<file path="src/rtl/counter_pkg.sv">
// Shared constants and helpers for the parametrised modulo counter.
package counter_pkg;

  localparam logic CNT_DOWN = 1'b0;
  localparam logic CNT_UP   = 1'b1;

  localparam logic CNT_WRAP = 1'b0;
  localparam logic CNT_SAT  = 1'b1;

  // Bits needed to hold 0..v-1; never less than one so a PRESCALE of 1 still has a register.
  function automatic int clog2(input int v);
    int r;
    r = 0;
    while ((64'd1 << r) < 64'(v)) r = r + 1;
    return (r < 1) ? 1 : r;
  endfunction

endpackage

</file>
<file path="src/rtl/counter_prescaler.sv">
// Divides enabled cycles by PRESCALE; step pulses combinationally on the last tick of each period.
module counter_prescaler
  import counter_pkg::*;
#(
  parameter int PRESCALE = 4
) (
  input  logic clk,
  input  logic reset,
  input  logic en,
  input  logic clr,
  output logic step
);

  localparam int CW = clog2(PRESCALE);
  localparam logic [CW-1:0] LAST = CW'(PRESCALE - 1);

  logic [CW-1:0] cnt_reg;
  logic [CW-1:0] cnt_next;

  assign step = en && (cnt_reg == LAST);

  always_comb begin
    cnt_next = cnt_reg;
    if (clr) begin
      cnt_next = '0;
    end else if (en) begin
      cnt_next = step ? '0 : cnt_reg + CW'(1);
    end
  end

  always_ff @(posedge clk or negedge reset) begin
    if (!reset) begin
      cnt_reg <= '0;
    end else begin
      cnt_reg <= cnt_next;
    end
  end

endmodule

</file>
<file path="src/rtl/mod_counter_param.sv">
// Up/down modulo counter with load, wrap/saturate, terminal-count pulse and sticky overflow.
// Define COUNTER_PRESCALE_EN to insert a PRESCALE-cycle prescaler ahead of each count step.
module mod_counter_param
  import counter_pkg::*;
#(
  parameter int     WIDTH    = 7,
  parameter longint MODULUS  = 100,
  parameter int     PRESCALE = 4
) (
  input  logic             clk,
  input  logic             reset,
  input  logic             en,
  input  logic             up_dn,
  input  logic             sat,
  input  logic             load,
  input  logic [WIDTH-1:0] load_val,
  input  logic             clr_ovf,
  output logic [WIDTH-1:0] q,
  output logic             tc,
  output logic             ovf
);

  localparam logic [WIDTH-1:0] MAXV = WIDTH'(MODULUS - 1);

  if (WIDTH < 2 || WIDTH > 32 || MODULUS < 2 || MODULUS > (64'sd1 <<< WIDTH) || PRESCALE < 1)
  begin : g_param_err
    $error("mod_counter_param: illegal WIDTH/MODULUS/PRESCALE combination");
  end

  logic             step;
  logic [WIDTH-1:0] q_reg, q_next;
  logic             tc_reg, tc_next;
  logic             ovf_reg, ovf_next;
  logic             at_bound;

`ifdef COUNTER_PRESCALE_EN
  counter_prescaler #(
    .PRESCALE(PRESCALE)
  ) u_prescaler (
    .clk  (clk),
    .reset(reset),
    .en   (en),
    .clr  (load),
    .step (step)
  );
`else
  assign step = en;
`endif

  assign at_bound = (up_dn == CNT_UP) ? (q_reg == MAXV) : (q_reg == '0);

  always_comb begin
    q_next   = q_reg;
    tc_next  = 1'b0;
    ovf_next = ovf_reg & ~clr_ovf;
    if (load) begin
      q_next = (load_val > MAXV) ? MAXV : load_val;
    end else if (step) begin
      if (at_bound) begin
        // Set beats a simultaneous clr_ovf.
        tc_next  = 1'b1;
        ovf_next = 1'b1;
        if (sat == CNT_WRAP) begin
          q_next = (up_dn == CNT_UP) ? '0 : MAXV;
        end
      end else begin
        q_next = (up_dn == CNT_UP) ? q_reg + WIDTH'(1) : q_reg - WIDTH'(1);
      end
    end
  end

  always_ff @(posedge clk or negedge reset) begin
    if (!reset) begin
      q_reg   <= '0;
      tc_reg  <= 1'b0;
      ovf_reg <= 1'b0;
    end else begin
      q_reg   <= q_next;
      tc_reg  <= tc_next;
      ovf_reg <= ovf_next;
    end
  end

  assign q   = q_reg;
  assign tc  = tc_reg;
  assign ovf = ovf_reg;

endmodule

</file>
<file path="config.mk">
export PLATFORM = sky130hd
export DESIGN_NAME = mod_counter_param
export DESIGN_NICKNAME = d
export VERILOG_FILES = /design/src/rtl/counter_pkg.sv /design/src/rtl/counter_prescaler.sv /design/src/rtl/mod_counter_param.sv
export SDC_FILE = /design/constraint.sdc
export NUM_CORES = 1
export LEC_CHECK = 0
export CAP_MARGIN = 15
export CORE_MARGIN = 4
export CORE_UTILIZATION = 45
export DETAILED_ROUTE_END_ITERATION = 10
export MAX_ROUTING_LAYER = met4
export PLACE_DENSITY = 0.8
export SYNTH_ARGS = -nofsm -noshare
export SYNTH_HDL_FRONTEND = slang
export SYNTH_HIERARCHICAL = 1
export SYNTH_SLANG_ARGS = --single-unit
export TNS_END_PERCENT = 50
</file>
<file path="constraint.sdc">
create_clock -name clk -period 2.22 [get_ports clk]
set_input_delay 0.333 -clock clk [delete_from_list [all_inputs] [get_ports clk]]
set_output_delay 0.333 -clock clk [all_outputs]
set_load 0.005 [all_outputs]
</file>
# Word-level counts from Yosys, hierarchy flattened
# Index checks and enable logic that the tools add are counted.
# classes
add_sub_neg,2
mul,0
div_mod_pow,0
magnitude_cmp,1
eq_ne,2
n_shift,0
n_mux,14
n_bitwise,2
reduce_logical,3
# op_table
cell,count
$mux W7,7
$add A7 B1 Y7 const B,1
$eq A7 B7 Y1 const B,1
$gt A7 B7 Y1 const B,1
$logic_not A7 Y1,1
$mux W1,7
$sub A7 B1 Y7 const B,1
$ne A3 B3 Y1 const B,1
$reduce_and A2 Y1,1
$reduce_bool A2 Y1,1
$and A1 B1 Y1,1
$not A1 Y1,1
# totals
ff_bits,9
latch_bits,0
ramBits,0
rom_bits,0
in_bits,14
output_inout_bits,9
memories,0

# Longest topological paths before layout
# logic_depth
depth_word,5
ltp_mapped,7
depth_no_buf,7

# Worst setup path before layout
# No wires, ideal clock.
# synth_path
path_type,input port to flip-flop
start,input port up_dn
end,register q_reg[6] (netlist: q[6])
setup_ns,0.094
arrival_ns,1.916
t_required_ns,2.126
slack_ns,0.210
cell_stages,7
n_path_buf,0
path_cell_list,inv_1 > fa_1 > a211o_1 > a2111oi_0 > nand3b_1 > nor4b_1 > a211oi_1
# synth_between
elab_chain_len,5
# synth_rtl
item,line,text
from (decl),mod_counter_param.sv:13,"input logic up_dn,"
$mux W7,mod_counter_param.sv:64,q_next = (up_dn == CNT_UP) ? '0 : MAXV;
$mux W7,mod_counter_param.sv:63,if (sat == CNT_WRAP) begin
$mux W7,mod_counter_param.sv:59,if (at_bound) begin
$mux W7,mod_counter_param.sv:58,end else if (step) begin
$mux W7,mod_counter_param.sv:56,if (load) begin
to (signal assigned),mod_counter_param.sv:78,q_reg <= q_next;
to (decl),mod_counter_param.sv:31,"logic [WIDTH-1:0] q_reg, q_next;"
# Several ways; a longest one is shown, not always the timed one. The select of a mux whose other input is x is not followed.
# A chain may end at the register's enable or synchronous reset.

# Worst setup path after layout
# layout_path
start,register q_reg[1] (netlist: q[1])
end,register q_reg[6] (netlist: q[6])
# layout_between
elab_chain_len,5
# layout_rtl
item,line,text
$sub A7 B1 Y7 (tied with other cells),mod_counter_param.sv:67,q_next = (up_dn == CNT_UP) ? q_reg + WIDTH'(1) : q_reg - WIDTH'(1);
$mux W7 / $mux W1 (equally long branches),"mod_counter_param.sv:67, mod_counter_param.sv:50",
$mux W7,mod_counter_param.sv:59,
$mux W7,mod_counter_param.sv:58,
$mux W7,mod_counter_param.sv:56,
# Several ways; a longest one is shown, not always the timed one. The select of a mux whose other input is x is not followed.

==> results.yml <==
die:
  io_pins: 23
  die-area_sq_um: 2410
  die_h_um: 49.1
  die_w_um: 49.1
  row_count: 14
  start_util_pct: 48.8
  core_region_area_sq_um: 1560
outcome:
  status: "finished, final reports clean"
global_routing:
  grt_use_total_pct: 22.0
  grt_max_degree: 10
  overflow: 0
  grt_pass1_wl_um: 3970
  grt_pass1_vias: 872
  antenna_found_initial: 0
place:
  gp_congestion: 0.879
  port_buffers: 22
  hpwlAfterDp_um: 1830
  pre_cts_ws_ns: -0.425
  dp_cells: 139
routing:
  via_count: 914
  vias_per_cell: 6.30
  first_pass_iters: 5
  drtAntennaViolNets: 0
  drt_iter0_markers: 41
  wirelength_um: 2340
  drc_errors: 0
  routedWlPerCell_um: 16.1
clocking:
  cts_root_buf: "clkbuf_4"
  numCtsBuffers: 3
  cts_tree: "done"
  htree_num_levels: 1
  cts_hold_buf: 0
  cts_max_path_buffers: 2
  path_clk_slew_ns: 0.07
  clock_sinks: 9
  clock_latency_ns: 0.27
cells_and_area:
  antenna_cells: 0
  final_nets: 150
  largest_reg_flops: 7
  fin_util_pct: 75.4
  fin_cells: 145
  synthToLayoutAreaGrowth_pct: 54.4
  drive_gt1_share_pct: 23.3
  nFillCells: 113
pwr:
  ir_worst_vdd_mv: 0.521
  total_power_mw: 0.885
  power.leakage_nw: 0.496
  p_per_area_nw_per_um2: 753
sta:
  holdWs_ns: 0.367
  hold_viol: 0
  fin_skew_ns: 0.0123
  drv_slew: 0
  setup_viol: 0
  fmax_ghz: 0.483
  finalCritPeriodShare_pct: 93.3
  timing.final.crit_period_ns: 2.07
  worst-slew-pin-transition_ns: 0.534
  rsz0062_at_grt: "no"
  relSlewSlack_pct: 64.2
  fin_ws_ns: 0.148
synth:
  synth_top_area_share_pct: 29.6
  synthTopCellsByArea: "dfrtp_1 30%, ha_1 8.2%, a21oi_1 7.2%"
  syn_area_sq_um: 761
  syn_inst: 86
  yosysWarnings: 6
  synth.avg_cell_area_sq_um: 8.85
  synth_top_cell_by_area: "dfrtp_1"
  ys_seq_area_share_pct: 29.6
  syn_nets: 106
  ys_ff_latch: 9
  synthDistinctLibCells: 35
worst_setup_path:
  arrival_ns: 2.21
  cp-end-kind: "flop"
  start_kind: "flop"
  critPathKind: "reg -> reg"
  critPathMaxFanout: 6
  crit_required_ns: 2.36
run:
  maxCapViolations: 0
worst_hold_path:
  holdCritPathClass: "in -> async"
==> cells in the mapped netlist, drive strengths merged <==
cell and n:
a21oi 11, nand2 10, dfrtp 9, nor2 6, ha 5, a211oi 4, nand3 4, a21o 3
a22oi 3, inv 3, o21ai 3, mux2 2, nor3 2, o22ai 2, a2111oi 1, a211o 1
a221oi 1, a22o 1, a41oi 1, and4 1, fa 1, nand2b 1, nand3b 1, nor2b 1
nor3b 1, nor4 1, nor4b 1, o21a 1, o21bai 1, o311ai 1, o32ai 1, xnor2 1
xor2 1
==> cells by family after synthesis <==
| family | synth area share (%) |
|---|---|
| compound gates | 33.6 |
| xor+xnor | 2.30 |
| fa+ha+maj | 10.9 |
| buf+inv | 1.48 |
| flops | 29.6 |
| mux | 2.96 |
| simple gates | 19.2 |
==> report_power, final <==
group	internal (mW)	total (mW)	switching, mW	leakage (nW)
sequential	0.196	0.250	0.0542	0.110
clock	0.0693	0.128	0.0583	0.0150
combinational	0.288	0.507	0.219	0.372
==> layout by cell type, fill, tap and decap left out, types with 2 or more instances in the layout <==
| master | synthesis | layout |
|---|---|---|
| clkdlybuf4s50_1 | 0 | 21 |
| buf_4 | 0 | 17 |
| a21oi_1 | 11 | 11 |
| nand2_1 | 10 | 10 |
| dfrtp_1 | 9 | 9 |
| nor2_1 | 6 | 6 |
| nand3_1 | 4 | 4 |
| a211oi_1 | 4 | 4 |
| ha_1 | 5 | 4 |
| o21ai_0 | 3 | 3 |
| a22oi_1 | 3 | 3 |
| clkbuf_4 | 0 | 3 |
| inv_1 | 3 | 2 |
| o22ai_1 | 2 | 2 |
| mux2_2 | 2 | 2 |
| a21o_1 | 2 | 2 |
==> routing by layer <==
layer  share of wire, %  vias to the layer above  global-route usage, %
li1                   -                      426                      -
met1                 41                      431                   25.6
met2                 48                       45                   35.5
met3                7.5                       12                   7.34
met4                3.8                        0                   7.11
met5                  0                        -                      -
==> final timing paths <==
kind	slack, ns	to	cells past startpoint	startpoint
max	0.15	q[6]	7	q[1]
min	0.37	q[0]	1	reset
max reg2reg	0.15	q[6]	7	q[1]
min reg2reg	0.58	ovf	2	ovf
max in group asynchronous	1.54	tc	1	reset
min in group clk	0.58	ovf	2	ovf
==> stage by stage <==
step / TNS (ns) / instance area [sq um]
floorplan: 0 / 761
global placement: -0.580 / 1110
detailed placement: -0.795 / 1110
CTS: 0 / 1170
global route: 0 / 1170
finish: 0 / 1170
==> cell type report <==
class,instances,area [sq um],area share [%]
well taps,16,20.0,1.70
flip-flops and latches,9,225,19.2
repair buffers,39,347,29.5
multi-input cells,74,546,46.4
clock buffers,4,26.3,2.24
inverters,3,11.3,0.958
==> what timing repair did <==
item                                    4_1_cts  5_1_grt
setup buffers                                 2        0
endpoints found under the hold margin         0        0
resized for setup                             6        0
endpoints found under the setup margin        1        0
==> worst max-delay path, stage by stage, from the launching register on <==
cell,delay [ns]
dfrtp_1,0.45
fa_2,0.38
a211o_1,0.30
buf_4,0.15
nand3_1,0.06
nand3b_1,0.10
nor4b_1,0.40
a211oi_1,0.10
Note: power is estimated with default switching activity, not from simulation.
